**src/rtl/fir_sched_pkg.sv**
```systemverilog
// Shared types and widths for the FIR time-division scheduler.
package fir_sched_pkg;

  localparam int unsigned YM_W   = 16;
  localparam int unsigned WM_W   = 24;
  localparam int unsigned SINK_W = 17;
  localparam int unsigned SRC_W  = 24;

  typedef enum logic [1:0] {
    IDLE     = 2'd0,
    SEND_L   = 2'd1,
    SEND_R   = 2'd2,
    WAIT_OUT = 2'd3
  } state_e;

  // Sign-extend a YM-width sample to the sink width.
  function automatic logic [SINK_W-1:0] sext_ym(input logic [YM_W-1:0] s);
    return {s[YM_W-1], s};
  endfunction

endpackage

```
**src/rtl/fir_out_demux.sv**
```systemverilog
// Pairs FIR source beats (sop = left, eop = right) into one stereo PCM sample.
module fir_out_demux
  import fir_sched_pkg::*;
(
  input  logic             clk,
  input  logic             rst,
  input  logic [SRC_W-1:0] src_data_i,
  input  logic             src_valid_i,
  input  logic             src_sop_i,
  input  logic             src_eop_i,
  output logic [SRC_W-1:0] pcm_left_o,
  output logic [SRC_W-1:0] pcm_right_o,
  output logic             pcm_valid_o,
  output logic             seq_err_o
);

  logic [SRC_W-1:0] left_hold_q, left_hold_d;
  logic [SRC_W-1:0] pcm_left_q, pcm_left_d;
  logic [SRC_W-1:0] pcm_right_q, pcm_right_d;
  logic             pcm_valid_q, pcm_valid_d;
  logic             sop_seen_q, sop_seen_d;
  logic             seq_err_q, seq_err_d;

  logic beat_sop_c, beat_eop_c, beat_both_c;

  assign beat_sop_c  = src_valid_i &  src_sop_i & ~src_eop_i;
  assign beat_eop_c  = src_valid_i & ~src_sop_i &  src_eop_i;
  assign beat_both_c = src_valid_i &  src_sop_i &  src_eop_i;

  // Beat classification; the right sample goes straight into the output register.
  always_comb begin
    left_hold_d = left_hold_q;
    pcm_left_d  = pcm_left_q;
    pcm_right_d = pcm_right_q;
    pcm_valid_d = 1'b0;
    sop_seen_d  = sop_seen_q;
    seq_err_d   = seq_err_q;
    if (beat_both_c) begin
      seq_err_d = 1'b1;
    end else if (beat_sop_c) begin
      left_hold_d = src_data_i;
      sop_seen_d  = 1'b1;
    end else if (beat_eop_c) begin
      if (sop_seen_q) begin
        pcm_left_d  = left_hold_q;
        pcm_right_d = src_data_i;
        pcm_valid_d = 1'b1;
      end else begin
        seq_err_d = 1'b1;
      end
      sop_seen_d = 1'b0;
    end
  end

  // Demux state and output registers.
  always_ff @(posedge clk) begin
    if (rst) begin
      left_hold_q <= '0;
      pcm_left_q  <= '0;
      pcm_right_q <= '0;
      pcm_valid_q <= 1'b0;
      sop_seen_q  <= 1'b0;
      seq_err_q   <= 1'b0;
    end else begin
      left_hold_q <= left_hold_d;
      pcm_left_q  <= pcm_left_d;
      pcm_right_q <= pcm_right_d;
      pcm_valid_q <= pcm_valid_d;
      sop_seen_q  <= sop_seen_d;
      seq_err_q   <= seq_err_d;
    end
  end

  assign pcm_left_o  = pcm_left_q;
  assign pcm_right_o = pcm_right_q;
  assign pcm_valid_o = pcm_valid_q;
  assign seq_err_o   = seq_err_q;

endmodule

```
**src/rtl/fir_tdm_scheduler.sv**
```systemverilog
// Time-shares one FIR between the left and right channels of a YM(+WM) mix.
// Optional feature macro: FIR_SCHED_WM_MIX_EN adds the WM8782 term to the mix.
module fir_tdm_scheduler
  import fir_sched_pkg::*;
#(
  parameter int unsigned TIMEOUT_CYC = 1023
) (
  input  logic              AMCLK_i,
  input  logic              ARST,
  input  logic [YM_W-1:0]   ym_left_i,
  input  logic [YM_W-1:0]   ym_right_i,
  input  logic              ym_valid_i,
  input  logic [WM_W-1:0]   wm_left_i,
  input  logic [WM_W-1:0]   wm_right_i,
  input  logic              fir_sink_ready_i,
  output logic [SINK_W-1:0] fir_sink_data_o,
  output logic              fir_sink_valid_o,
  output logic              fir_sink_sop_o,
  output logic              fir_sink_eop_o,
  input  logic [SRC_W-1:0]  fir_src_data_i,
  input  logic              fir_src_valid_i,
  input  logic              fir_src_sop_i,
  input  logic              fir_src_eop_i,
  output logic [SRC_W-1:0]  pcm_left_o,
  output logic [SRC_W-1:0]  pcm_right_o,
  output logic              pcm_valid_o,
  output logic              busy_o,
  output logic              overrun_o,
  output logic              timeout_o,
  output logic              seq_err_o
);

  localparam int unsigned CNT_W = (TIMEOUT_CYC > 1) ? $clog2(TIMEOUT_CYC) : 1;
  localparam logic [CNT_W-1:0] CNT_LAST = CNT_W'(TIMEOUT_CYC - 1);

  state_e            state_q, state_d;
  logic [SINK_W-1:0] mix_l_q, mix_l_d;
  logic [SINK_W-1:0] mix_r_q, mix_r_d;
  logic [CNT_W-1:0]  wait_cnt_q, wait_cnt_d;
  logic [SINK_W-1:0] sink_data_q, sink_data_d;
  logic              sink_valid_q, sink_valid_d;
  logic              sink_sop_q, sink_sop_d;
  logic              sink_eop_q, sink_eop_d;
  logic              busy_q, busy_d;
  logic              overrun_q, overrun_d;
  logic              timeout_q, timeout_d;

  logic [SINK_W-1:0] mix_l_c, mix_r_c;
  logic              src_last_c;

`ifdef FIR_SCHED_WM_MIX_EN
  // WM contributes its top YM_W bits; the low byte is below the mix resolution.
  logic unused_wm_lsb;
  assign unused_wm_lsb = ^{wm_left_i[WM_W-YM_W-1:0], wm_right_i[WM_W-YM_W-1:0]};
  assign mix_l_c = sext_ym(ym_left_i)  + sext_ym(wm_left_i[WM_W-1:WM_W-YM_W]);
  assign mix_r_c = sext_ym(ym_right_i) + sext_ym(wm_right_i[WM_W-1:WM_W-YM_W]);
`else
  logic unused_wm;
  assign unused_wm = ^{wm_left_i, wm_right_i};
  assign mix_l_c = sext_ym(ym_left_i);
  assign mix_r_c = sext_ym(ym_right_i);
`endif

  assign src_last_c = fir_src_valid_i & fir_src_eop_i;

  // Next-state, capture and registered-output logic; sink beat follows the next state.
  always_comb begin
    state_d     = state_q;
    mix_l_d     = mix_l_q;
    mix_r_d     = mix_r_q;
    wait_cnt_d  = wait_cnt_q;
    timeout_d   = timeout_q;
    overrun_d   = overrun_q | (ym_valid_i & (state_q != IDLE));
    unique case (state_q)
      IDLE: begin
        if (ym_valid_i) begin
          mix_l_d = mix_l_c;
          mix_r_d = mix_r_c;
          state_d = SEND_L;
        end
      end
      SEND_L: begin
        if (fir_sink_ready_i) state_d = SEND_R;
      end
      SEND_R: begin
        if (fir_sink_ready_i) begin
          state_d    = WAIT_OUT;
          wait_cnt_d = '0;
        end
      end
      WAIT_OUT: begin
        if (src_last_c) begin
          state_d = IDLE;
        end else if (wait_cnt_q == CNT_LAST) begin
          state_d   = IDLE;
          timeout_d = 1'b1;
        end else begin
          wait_cnt_d = wait_cnt_q + CNT_W'(1);
        end
      end
      default: state_d = IDLE;
    endcase

    sink_valid_d = (state_d == SEND_L) | (state_d == SEND_R);
    sink_sop_d   = (state_d == SEND_L);
    sink_eop_d   = (state_d == SEND_R);
    sink_data_d  = sink_data_q;
    if (state_d == SEND_L)      sink_data_d = mix_l_d;
    else if (state_d == SEND_R) sink_data_d = mix_r_d;
    busy_d = (state_d != IDLE);
  end

  // Scheduler registers.
  always_ff @(posedge AMCLK_i) begin
    if (ARST) begin
      state_q      <= IDLE;
      mix_l_q      <= '0;
      mix_r_q      <= '0;
      wait_cnt_q   <= '0;
      sink_data_q  <= '0;
      sink_valid_q <= 1'b0;
      sink_sop_q   <= 1'b0;
      sink_eop_q   <= 1'b0;
      busy_q       <= 1'b0;
      overrun_q    <= 1'b0;
      timeout_q    <= 1'b0;
    end else begin
      state_q      <= state_d;
      mix_l_q      <= mix_l_d;
      mix_r_q      <= mix_r_d;
      wait_cnt_q   <= wait_cnt_d;
      sink_data_q  <= sink_data_d;
      sink_valid_q <= sink_valid_d;
      sink_sop_q   <= sink_sop_d;
      sink_eop_q   <= sink_eop_d;
      busy_q       <= busy_d;
      overrun_q    <= overrun_d;
      timeout_q    <= timeout_d;
    end
  end

  assign fir_sink_data_o  = sink_data_q;
  assign fir_sink_valid_o = sink_valid_q;
  assign fir_sink_sop_o   = sink_sop_q;
  assign fir_sink_eop_o   = sink_eop_q;
  assign busy_o           = busy_q;
  assign overrun_o        = overrun_q;
  assign timeout_o        = timeout_q;

  fir_out_demux u_demux (
    .clk         (AMCLK_i),
    .rst         (ARST),
    .src_data_i  (fir_src_data_i),
    .src_valid_i (fir_src_valid_i),
    .src_sop_i   (fir_src_sop_i),
    .src_eop_i   (fir_src_eop_i),
    .pcm_left_o  (pcm_left_o),
    .pcm_right_o (pcm_right_o),
    .pcm_valid_o (pcm_valid_o),
    .seq_err_o   (seq_err_o)
  );

endmodule

```
**config.mk**
```make
export PLATFORM = sky130hd
export DESIGN_NAME = fir_tdm_scheduler
export DESIGN_NICKNAME = d
export VERILOG_FILES = /design/src/rtl/fir_sched_pkg.sv /design/src/rtl/fir_out_demux.sv /design/src/rtl/fir_tdm_scheduler.sv
export SDC_FILE = /design/constraint.sdc
export NUM_CORES = 1
export LEC_CHECK = 0
export CAP_MARGIN = 20
export CORE_UTILIZATION = 33
export DETAILED_ROUTE_END_ITERATION = 7
export PLACE_DENSITY = 0.6
export SYNTH_ARGS = -nofsm -noshare
export SYNTH_HDL_FRONTEND = slang
export SYNTH_SLANG_ARGS = --single-unit
```
**constraint.sdc**
```tcl
create_clock -name AMCLK_i -period 4.55 [get_ports AMCLK_i]
set_clock_uncertainty 0.05 [all_clocks]
set_input_delay 0.455 -clock AMCLK_i [delete_from_list [all_inputs] [get_ports AMCLK_i]]
set_output_delay 0.455 -clock AMCLK_i [all_outputs]
set_load 0.02 [all_outputs]
```
Word level (Yosys, flattened, before mapping)
Index checks and enable logic that the tools add are counted.
Word-level totals
  output and inout port bits: 73
  logic and storage cells: 81
  register bits after elaboration: 144
  input bits: 111
Cells by class
  add/subtract/negate cells: 1
  bitwise gates (word level): 15
  equality and inequality tests: 11
  muxes and demuxes: 23
  reduce and logical (&&, ||, !) cells: 14
Operators with widths (number)
  $mux W17: 6
  $mux W10: 3
  $pmux W10 S2: 1
  $reduce_bool A2 Y1: 6
  $add A10 B1 Y10 const B: 1
  $eq A10 B10 Y1 const B: 1
  $mux W2: 5
  $ne A2 B2 Y1 const B: 5
  $pmux W2 S4: 1
  $reduce_and A4 Y1: 2
  $and A1 B1 Y1: 7
  $mux W1: 7
  $eq A2 B2 Y1 const B: 3
  $not A1 Y1: 6
  $reduce_and A3 Y1: 2
  $eq A2 B1 Y1 const B: 2
  $reduce_and A2 Y1: 2
  $reduce_or A4 Y1: 1
  $logic_not A2 Y1: 1
  $or A1 B1 Y1: 2

Logic depth before layout (Yosys ltp)
Gate-level depths: netlist of run 1.
  word-level depth: 7
  gate-level depth with buffers: 12

By module
Synthesis of run 1 repeated with hierarchy kept, for this count alone.
Second synthesis, totals
  cells, all modules: 655
  area total of the unflattened synthesis: 5714.2 µm²
By module, submodules not included
  fir_tdm_scheduler: seq. area each 1381.3 µm², instances 1, area an instance 3114.2 µm², cells each 328
  fir_out_demux: seq. area each 1501.4 µm², instances 1, area an instance 2600.0 µm², cells each 327

Worst setup path before layout of run 1
Ideal clock, no wire load.
  kind: reg-to-reg
  start point: register wait_cnt_q[0]
  end point: register sink_data_q[6], in the netlist fir_sink_data_o[6]
  arrival time: 2.714 ns
  required time: 4.372 ns
  cell stages (with the launch flop): 12
  setup slack: 1.658 ns
  library setup time: 0.128 ns
  cell sequence: dfxtp_1 -> inv_1 -> ha_1 -> and4_1 -> nand3_1 -> a221oi_1 -> ha_1 -> clkbuf_1 -> clkbuf_1 -> mux4_2 -> mux2i_1 -> nor2_1
Between the ends
  cells in the longest elaborated chain, start to end: 6
Ends and longest elaborated chain
  from (decl): line fir_tdm_scheduler.sv:39  | logic [CNT_W-1:0] wait_cnt_q, wait_cnt_d;
  from (signal assigned): line fir_tdm_scheduler.sv:131  | wait_cnt_q <= wait_cnt_d;
  $eq A10 B10 Y1 (*): line fir_tdm_scheduler.sv:94  | end else if (wait_cnt_q == CNT_LAST) begin
  $mux W2 (*): line fir_tdm_scheduler.sv:94
  $mux W2 (*): line fir_tdm_scheduler.sv:92  | if (src_last_c) begin
  $pmux W2 S4 (*): line fir_tdm_scheduler.sv:74  | unique case (state_q)
  $eq A2 B1 Y1 / $eq A2 B2 Y1 (equally long branches): line fir_tdm_scheduler.sv:108, fir_tdm_scheduler.sv:109
  $mux W17 / $reduce_bool A2 Y1 (equally long branches)
  to (signal assigned): line fir_tdm_scheduler.sv:132  | sink_data_q <= sink_data_d;
  to (decl): line fir_tdm_scheduler.sv:40  | logic [SINK_W-1:0] sink_data_q, sink_data_d;
Every way passes the cells marked *; elsewhere a longest branch is shown, timed or not.
A chain may end at the register's enable or synchronous reset.

Worst setup path after layout of run 1
  start point: register wait_cnt_q[0]
  end point: register sink_data_q[16], in the netlist fir_sink_data_o[16]
Same word-level chain as after synthesis.

==> impl_results.md, run 1 <==
- Tightest Pin Transition: 988 ps
- Synth unique cells: 39
- Kind of critical path: reg -> reg
- Leak: 2.76 nW
- Worst slew margin: 0.341
- Vias in the first global route: 4,477
- Area grow syn2layout: 37.3%
- Final core utilization: 0.466
- FF+latch count, synth: 144
- Switching share of power: 0.242
- Setup TNS: 0 ps
- CTS Hold Bufs: 0
- R2r setup slk: 1470 ps
- Syn avg cell area: 8.64 um2
- Arr. time, crit path: 3310 ps
- Root Buffer: clkbuf_16
- Post-DR wirelength/cell: 13.6 um
- Via density: 4.76
- CP max stage cell: mux4_1
- Crit-path max cell delay: 600 ps
- Worst Path Buf+Inv: 2
- Final-report hold violation count: 0
- Status: finished clean
- Switching pwr: 0.000796 W
- Yosys top cell area share: 0.510
- Vias: 4,745
- H-tree depth: 4
- Antenna viol nets, final: 0
- Final min period: 3080 ps
- Final setup violation count: 0
- Diodes inserted: 0
- Post-cts sizing count: 0
- Antenna violations before repair: 0
- Placed wire-length estimate: 8900 um
- Starting density of the core: 0.339
- Die X: 133 um
- CTS sink cnt: 144
- CP required: 4770 ps
- Worst path top cell family by delay: multiplexers
- Max Fclk: 324 MHz
- Drt drc: 0
- Die area: 17,600 um2
- CTS tree: built
- Num CTS Buffers: 17
- Num ports: 184
- Nets: 883
- Clock share of power: 0.443
- Setup crit end kind: flop
- First drt pass iteration count: 5
- Final Max Slew Viols: 0
- Yosys top cell by area: dfxtp_1
- Drt total wl: 13,600 um
- Non-filler cells, final: 997
- Largest net degree at the start of global routing: 85
- Power Dens Cells: 424 nW/um2
- Max FO, Critical Path: 17
- Comb power frac: 0.144
- Latest clock arrival within the worst-skew pair: 410 ps
- Net Count, Synth: 771
- # Post-CTS Setup Buffers: 0
- Worst hold slack: 398 ps
- Synth Warn #: 0
- Flop pwr share: 0.414
- Element type at the critical path start: flop
- Fraction of the yosys area taken by sequential cells: 0.510
- Cell Int Power: 0.00249 W
- Clock tree buffer depth: 2
- Mapped cell area: 5650 um2
- Placer Congestion: 0.783
- Total gr overflow: 0
- Hold Crit Class: reg -> reg
- Die extent in y: 133 um
- Drt initial violations: 263
- Power Total: 0.00329 W
- Final period util: 0.678
- Synth area leaders: dfxtp_1 51%, nand2_1 14%, a21oi_1 10%
- Max Cap Violations: 0
- VDD IR max: 0.000241 V
- I/O Buffers: 135
- Fraction of layout cells with a size suffix above 1: 0.0746
- RSZ-0062 raised after global routing: false
- GRT Util Overall: 0.157
- Post-Synthesis Cells: 654
- Row cnt: 47
- Most frequent CP cell: ha_1
- Placed cell count: 966
- Clk slew on worst S/H paths: 60 ps
- Area of the core: 16,600 um2
- First-pass GRT wire length: 22,100 um
- Worst path cell trace: inv_1 -> ha_1 -> and4_1 -> nand3_1 -> a221oi_1 -> ha_1 -> buf_4 -> mux4_1 -> mux2i_1 -> nor2_1
-- synthesized netlist by cell type --
cell type	number
nand2_1	213
dfxtp_1	144
a21oi_1	117
nor2_1	32
clkbuf_1	31
mux2i_1	18
mux4_2	16
buf_2	12
inv_1	8
ha_1	6
and2_1	4
buf_4	4
nand4_1	4
o31ai_1	4
or4_1	4
nor2b_1	3
o211ai_1	3
o41ai_1	3
and3_1	2
and4_1	2
nand2b_1	2
nand3_1	2
o21ai_0	2
or2_2	2
or3_1	2
a2111o_1	1
a221o_1	1
a221oi_1	1
a31oi_1	1
and3b_1	1
buf_6	1
mux4_1	1
nor3b_1	1
nor3b_2	1
o2111ai_1	1
o311ai_0	1
o31a_1	1
or2_1	1
or3b_2	1
-- kinds of logic after synthesis --
| group | after synthesis | synth area share |
|---|---|---|
| AOI/OAI and AO/OA | 136 | 0.130 |
| adders and majority gates | 6 | 0.0133 |
| buffers and inverters | 56 | 0.0439 |
| DFF | 144 | 0.510 |
| muxes | 35 | 0.100 |
| and+or+nand+nor | 277 | 0.202 |
-- state kept, by name (all words and copies together) (netlist names) --
register and cells:
busy_o 1, fir_sink_data_o 17, fir_sink_eop_o 1, fir_sink_sop_o 1, fir_sink_valid_o 1, mix_l_q 17, mix_r_q 17, overrun_o 1
state_q 2, timeout_o 1, u_demux.left_hold_q 24, u_demux.pcm_left_o 24, u_demux.pcm_right_o 24, u_demux.pcm_valid_o 1, u_demux.seq_err_o 1, u_demux.sop_seen_q 1
wait_cnt_q 10
-- worst min-delay path: cells and delay by family (launching register included) --
| kind | cells | cell delay (ps) |
|---|---|---|
| flops | 1 | 300 |
| compound gates | 1 | 50 |
| simple gates | 1 | 50 |
-- path summary, 6_finish.rpt --
check / startpoint / end / cells after the start
setup reg to reg: wait_cnt_q[0] / fir_sink_data_o[16] / 10
setup / recovery: wait_cnt_q[0] / fir_sink_data_o[16] / 10
hold / removal: mix_l_q[3] / mix_l_q[3] / 2
hold reg to reg: mix_l_q[3] / mix_l_q[3] / 2
-- area by class of cell --
| cell class | count | area [um2] |
|---|---|---|
| clock buffers | 23 | 498 |
| well taps | 220 | 275 |
| multi-input cells | 454 | 2530 |
| clock inverters | 7 | 124 |
| repair buffers | 141 | 1410 |
| inverters | 8 | 30.0 |
| fillers | 1571 | 8880 |
| flip-flops and latches | 144 | 2880 |
-- metal layers --
layer / track usage / share of wire / vias up
li1: - / - / 2419
met1: 0.192 / 0.46 / 2205
met2: 0.249 / 0.47 / 104
met3: 0.0502 / 0.055 / 17
met4: 0.0741 / 0.015 / 0
met5: 0 / 0 / -
-- placed cells by master (no fill, tap or decap), types with 2 or more instances in the layout --
cell type,Yosys,final
o211ai_1,3,3
nor2b_1,3,3
mux2i_1,18,18
or3_1,2,2
inv_1,8,8
and3_1,2,2
o31ai_1,4,4
nor2_1,32,30
o21ai_0,2,2
a21oi_1,117,117
nand2_1,213,213
nand4_1,4,4
ha_1,6,6
nand2b_1,2,2
or2_2,2,2
clkbuf_8,0,5
or4_1,4,4
and2_1,4,4
buf_4,4,5
and4_1,2,2
dfxtp_1,144,144
bufinv_16,0,3
clkdlybuf4s50_1,0,134
clkbuf_16,0,17
inv_6,0,2
mux4_2,16,16
o41ai_1,3,3
nand3_1,2,2
-- metrics by stage --
step | area [um2] | setup slack, ps
2_1_floorplan | 5650 | 1660
3_3_place_gp | 7100 | 1210
3_5_place_dp | 7120 | 1140
4_1_cts | 7740 | 1410
5_1_grt | 7760 | 1190
6_report | 7760 | 1470
-- power by group through the flow --
stage | registers, W | clock network, W | logic [W]
floorplan | 0.00142 | 0 | 0.000267
global placement | 0.00139 | 0 | 0.000469
detailed placement | 0.00139 | 0 | 0.000478
CTS | 0.00136 | 0.00149 | 0.000479
global route | 0.00137 | 0.00155 | 0.000514
finish | 0.00136 | 0.00146 | 0.000473
(Power assumes the default switching activity.)
==> run 2: changes to the inputs <==
Settings changed: PLACE_DENSITY 0.6 to 0.62.
Clock period 4.55 ns to 2.7 ns, I/O delays scaled along.
==> run 2 against run 1 <==
Compared with the run above:
- register-to-register slack got worse by 1200 ps
- combinational power is 82% higher
- sequential share of layout area fell by 0.53 points
- count of clock-buffer cells in the layout down 4
- fmax grew 24%
- total power is 68% higher
- final area up 1.4%
- critical path type unchanged
==> impl_results.md, run 2 (synthesis gave the netlist of run 1 again) <==
- Status: finished clean (unchanged)
- CP required: 2920 ps (was 4770 ps)
- R2r setup slk: 220 ps (was 1470 ps)
- Placer Congestion: 0.805 (was 0.783)
- Starting density of the core: 0.339 (unchanged)
- Via density: 4.72 (was 4.76)
- Kind of critical path: reg -> reg (unchanged)
- Commonest non-fill, non-tap cell in the layout: nand2_1 (unchanged)
- H-tree depth: 4 (unchanged)
- Post-route cell area: 7870 um2 (was 7760 um2)
- DR WL met3: 720 um (was 752 um)
- Final setup violation count: 0 (unchanged)
- I/O Buffers: 135 (unchanged)
- Vias: 4,776 (was 4,745)
- Nets: 895 (was 883)
- Worst Path Buf+Inv: 1 (was 2)
- Post-DR wirelength/cell: 13.2 um (was 13.6 um)
- First-pass GRT wire length: 22,400 um (was 22,100 um)
- Crit Reg-Reg Endpoint: fir_sink_data_o[16] (unchanged)
- Antenna violations before repair: 0 (unchanged)
- Area grow syn2layout: 39.3% (was 37.3%)
- Max FO, Critical Path: 6 (was 17)
- Largest net degree at the start of global routing: 74 (was 85)
- Final Max Slew Viols: 0 (unchanged)
- CTS Hold Bufs: 0 (unchanged)
- Drt drc: 0 (unchanged)
- Max Fclk: 403 MHz (was 324 MHz)
- Drt total wl: 13,300 um (was 13,600 um)
- Crit path to: fir_sink_data_o[16] (unchanged)
- Worst path top cell family by delay: multiplexers (unchanged)
- Setup TNS: 0 ps (unchanged)
- VDD IR max: 0.000422 V (was 0.000241 V)
- CP Depth: 9 (was 10)
- Leak: 2.81 nW (was 2.76 nW)
- Worst slew margin: 0.485 (was 0.341)
- Die X: 133 um (unchanged)
- Reg2reg start: wait_cnt_q[0] (unchanged)
- Num ports: 184 (unchanged)
- CTS sink cnt: 144 (unchanged)
- Drt initial violations: 307 (was 263)
- Max Cap Violations: 0 (unchanged)
- Latest clock arrival within the worst-skew pair: 410 ps (about the same)
- Hold Crit Class: in -> reg (was reg -> reg)
- Die area: 17,600 um2 (unchanged)
- Top sig layer: met4 (unchanged)
- Most frequent cells in the layout: 213 x nand2_1, 144 x dfxtp_1, 134 x clkdlybuf4s50_1, 117 x a21oi_1, 30 x nor2_1 (unchanged)
- Tightest Pin Transition: 773 ps (was 988 ps)
- Non-filler cells, final: 1,011 (was 997)
- Antenna viol nets, final: 0 (unchanged)
- Crit-path max cell delay: 550 ps (was 600 ps)
- Num CTS Buffers: 17 (unchanged)
- CTS tree: built (unchanged)
- Setup crit end kind: flop (unchanged)
- Reg2reg path depth: 9 (was 10)
- Met2 wire length: 6140 um (was 6410 um)
- Power Dens Cells: 701 nW/um2 (was 424 nW/um2)
- Row cnt: 47 (unchanged)
- # fillers: 1,623 (was 1,571)
- Worst hold slack: 197 ps (was 398 ps)
- Area of the core: 16,600 um2 (unchanged)
- Vias in the first global route: 4,420 (was 4,477)
- Placed wire-length estimate: 8620 um (was 8900 um)
- Total gr overflow: 0 (unchanged)
- Die extent in y: 133 um (unchanged)
- Root Buffer: clkbuf_16 (unchanged)
- Storage cell area: 2880 um2 (unchanged)
- Final period util: 0.920 (was 0.678)
- GRT Util Overall: 0.159 (was 0.157)
- CP max stage cell: mux4_1 (unchanged)
- Crit path from: wait_cnt_q[0] (unchanged)
- Clock tree buffer depth: 2 (unchanged)
- Element type at the critical path start: flop (unchanged)
- Placed cell count: 979 (was 966)
- Fraction of layout cells with a size suffix above 1: 0.0948 (was 0.0746)
- Final min period: 2480 ps (was 3080 ps)
- Worst path cell trace: inv_1 -> ha_1 -> and4_1 -> nand3_1 -> a221oi_2 -> ha_2 -> mux4_1 -> mux2i_1 -> nor2_1 (was inv_1 -> ha_1 -> and4_1 -> nand3_1 -> a221oi_1 -> ha_1 -> buf_4 -> mux4_1 -> mux2i_1 -> nor2_1)
- Clk slew on worst S/H paths: 60 ps (about the same)
- Diodes inserted: 0 (unchanged)
- RSZ-0062 raised after global routing: false (unchanged)
- Multi-input combinational cell area: 2540 um2 (was 2530 um2)
- Final core utilization: 0.473 (was 0.466)
- Met1 WL: 6270 um (was 6200 um)
- Final-report hold violation count: 0 (unchanged)
- First drt pass iteration count: 4 (was 5)
- Arr. time, crit path: 2700 ps (was 3310 ps)
- Placed cell area: 7260 um2 (was 7120 um2)
[run 2: changes by cell type in the layout (fill, tap and decap cells not counted), moves of 2 or more]
cell / change
buf_4: +10
inv_6: +2
clkbuf_8: -3
buf_12: +3
clkinvlp_4: +2
[run 2: timing repair]
action | in CTS | in global routing
resized for setup | 0 | 1
endpoints found under the setup margin | 0 | 2
buffers inserted | 0 | 0
[run 2: how the worst min path moves through the flow]
stage | from | to | slack (ps) | depth (start not counted)
floorplan | ym_left_i[0] | mix_l_q[0] | 360 | 2
global placement | mix_l_q[8] | mix_l_q[8] | 390 | 2
detailed placement | u_demux.left_hold_q[15] | u_demux.pcm_left_o[15] | 390 | 2
CTS | ARST | wait_cnt_q[4] | 170 | 4
global route | ARST | wait_cnt_q[4] | 190 | 4
finish | ARST | wait_cnt_q[4] | 200 | 4
[run 2: metrics by stage]
| step | worst slack (ps) | power, W |
|---|---|---|
| after global placement | 109 | 0.00320 |
| after floorplan | 86.8 | 0.00284 |
| after CTS | 153 | 0.00560 |
| after global routing | 32.7 | 0.00578 |
| after detailed placement | 106 | 0.00320 |
| final | 217 | 0.00552 |
[run 2: routing by layer]
layer  up-vias  global-route usage
met5         -                   0
met4         0              0.0639
met3        16              0.0540
met2       105               0.245
met1      2203               0.204
li1       2452                   -
[run 2: worst register-to-register path, delay by kind of cell (launching register included)]
family,cells,cell delay [ps]
AND/OR/NAND/NOR,3,440
flip-flops,1,360
buffers and inverters,1,80
multiplexers,2,690
adder cells (fa/ha/maj),2,410
AO/OA/AOI/OAI,1,310
[run 2: cell type report]
type                       count  area share
sequential                   144       0.366
multi-input combinational    454       0.323
timing repair buffer         153       0.195
clock buffer                  19      0.0576
tap                          220      0.0350
clock inverter                13      0.0192
inverter                       8     0.00382
[run 2: report_power, final]
group	internal, W	switching (W)
clock	0.00143	0.000944
sequential	0.00224	0.0000515
combinational	0.000441	0.000419
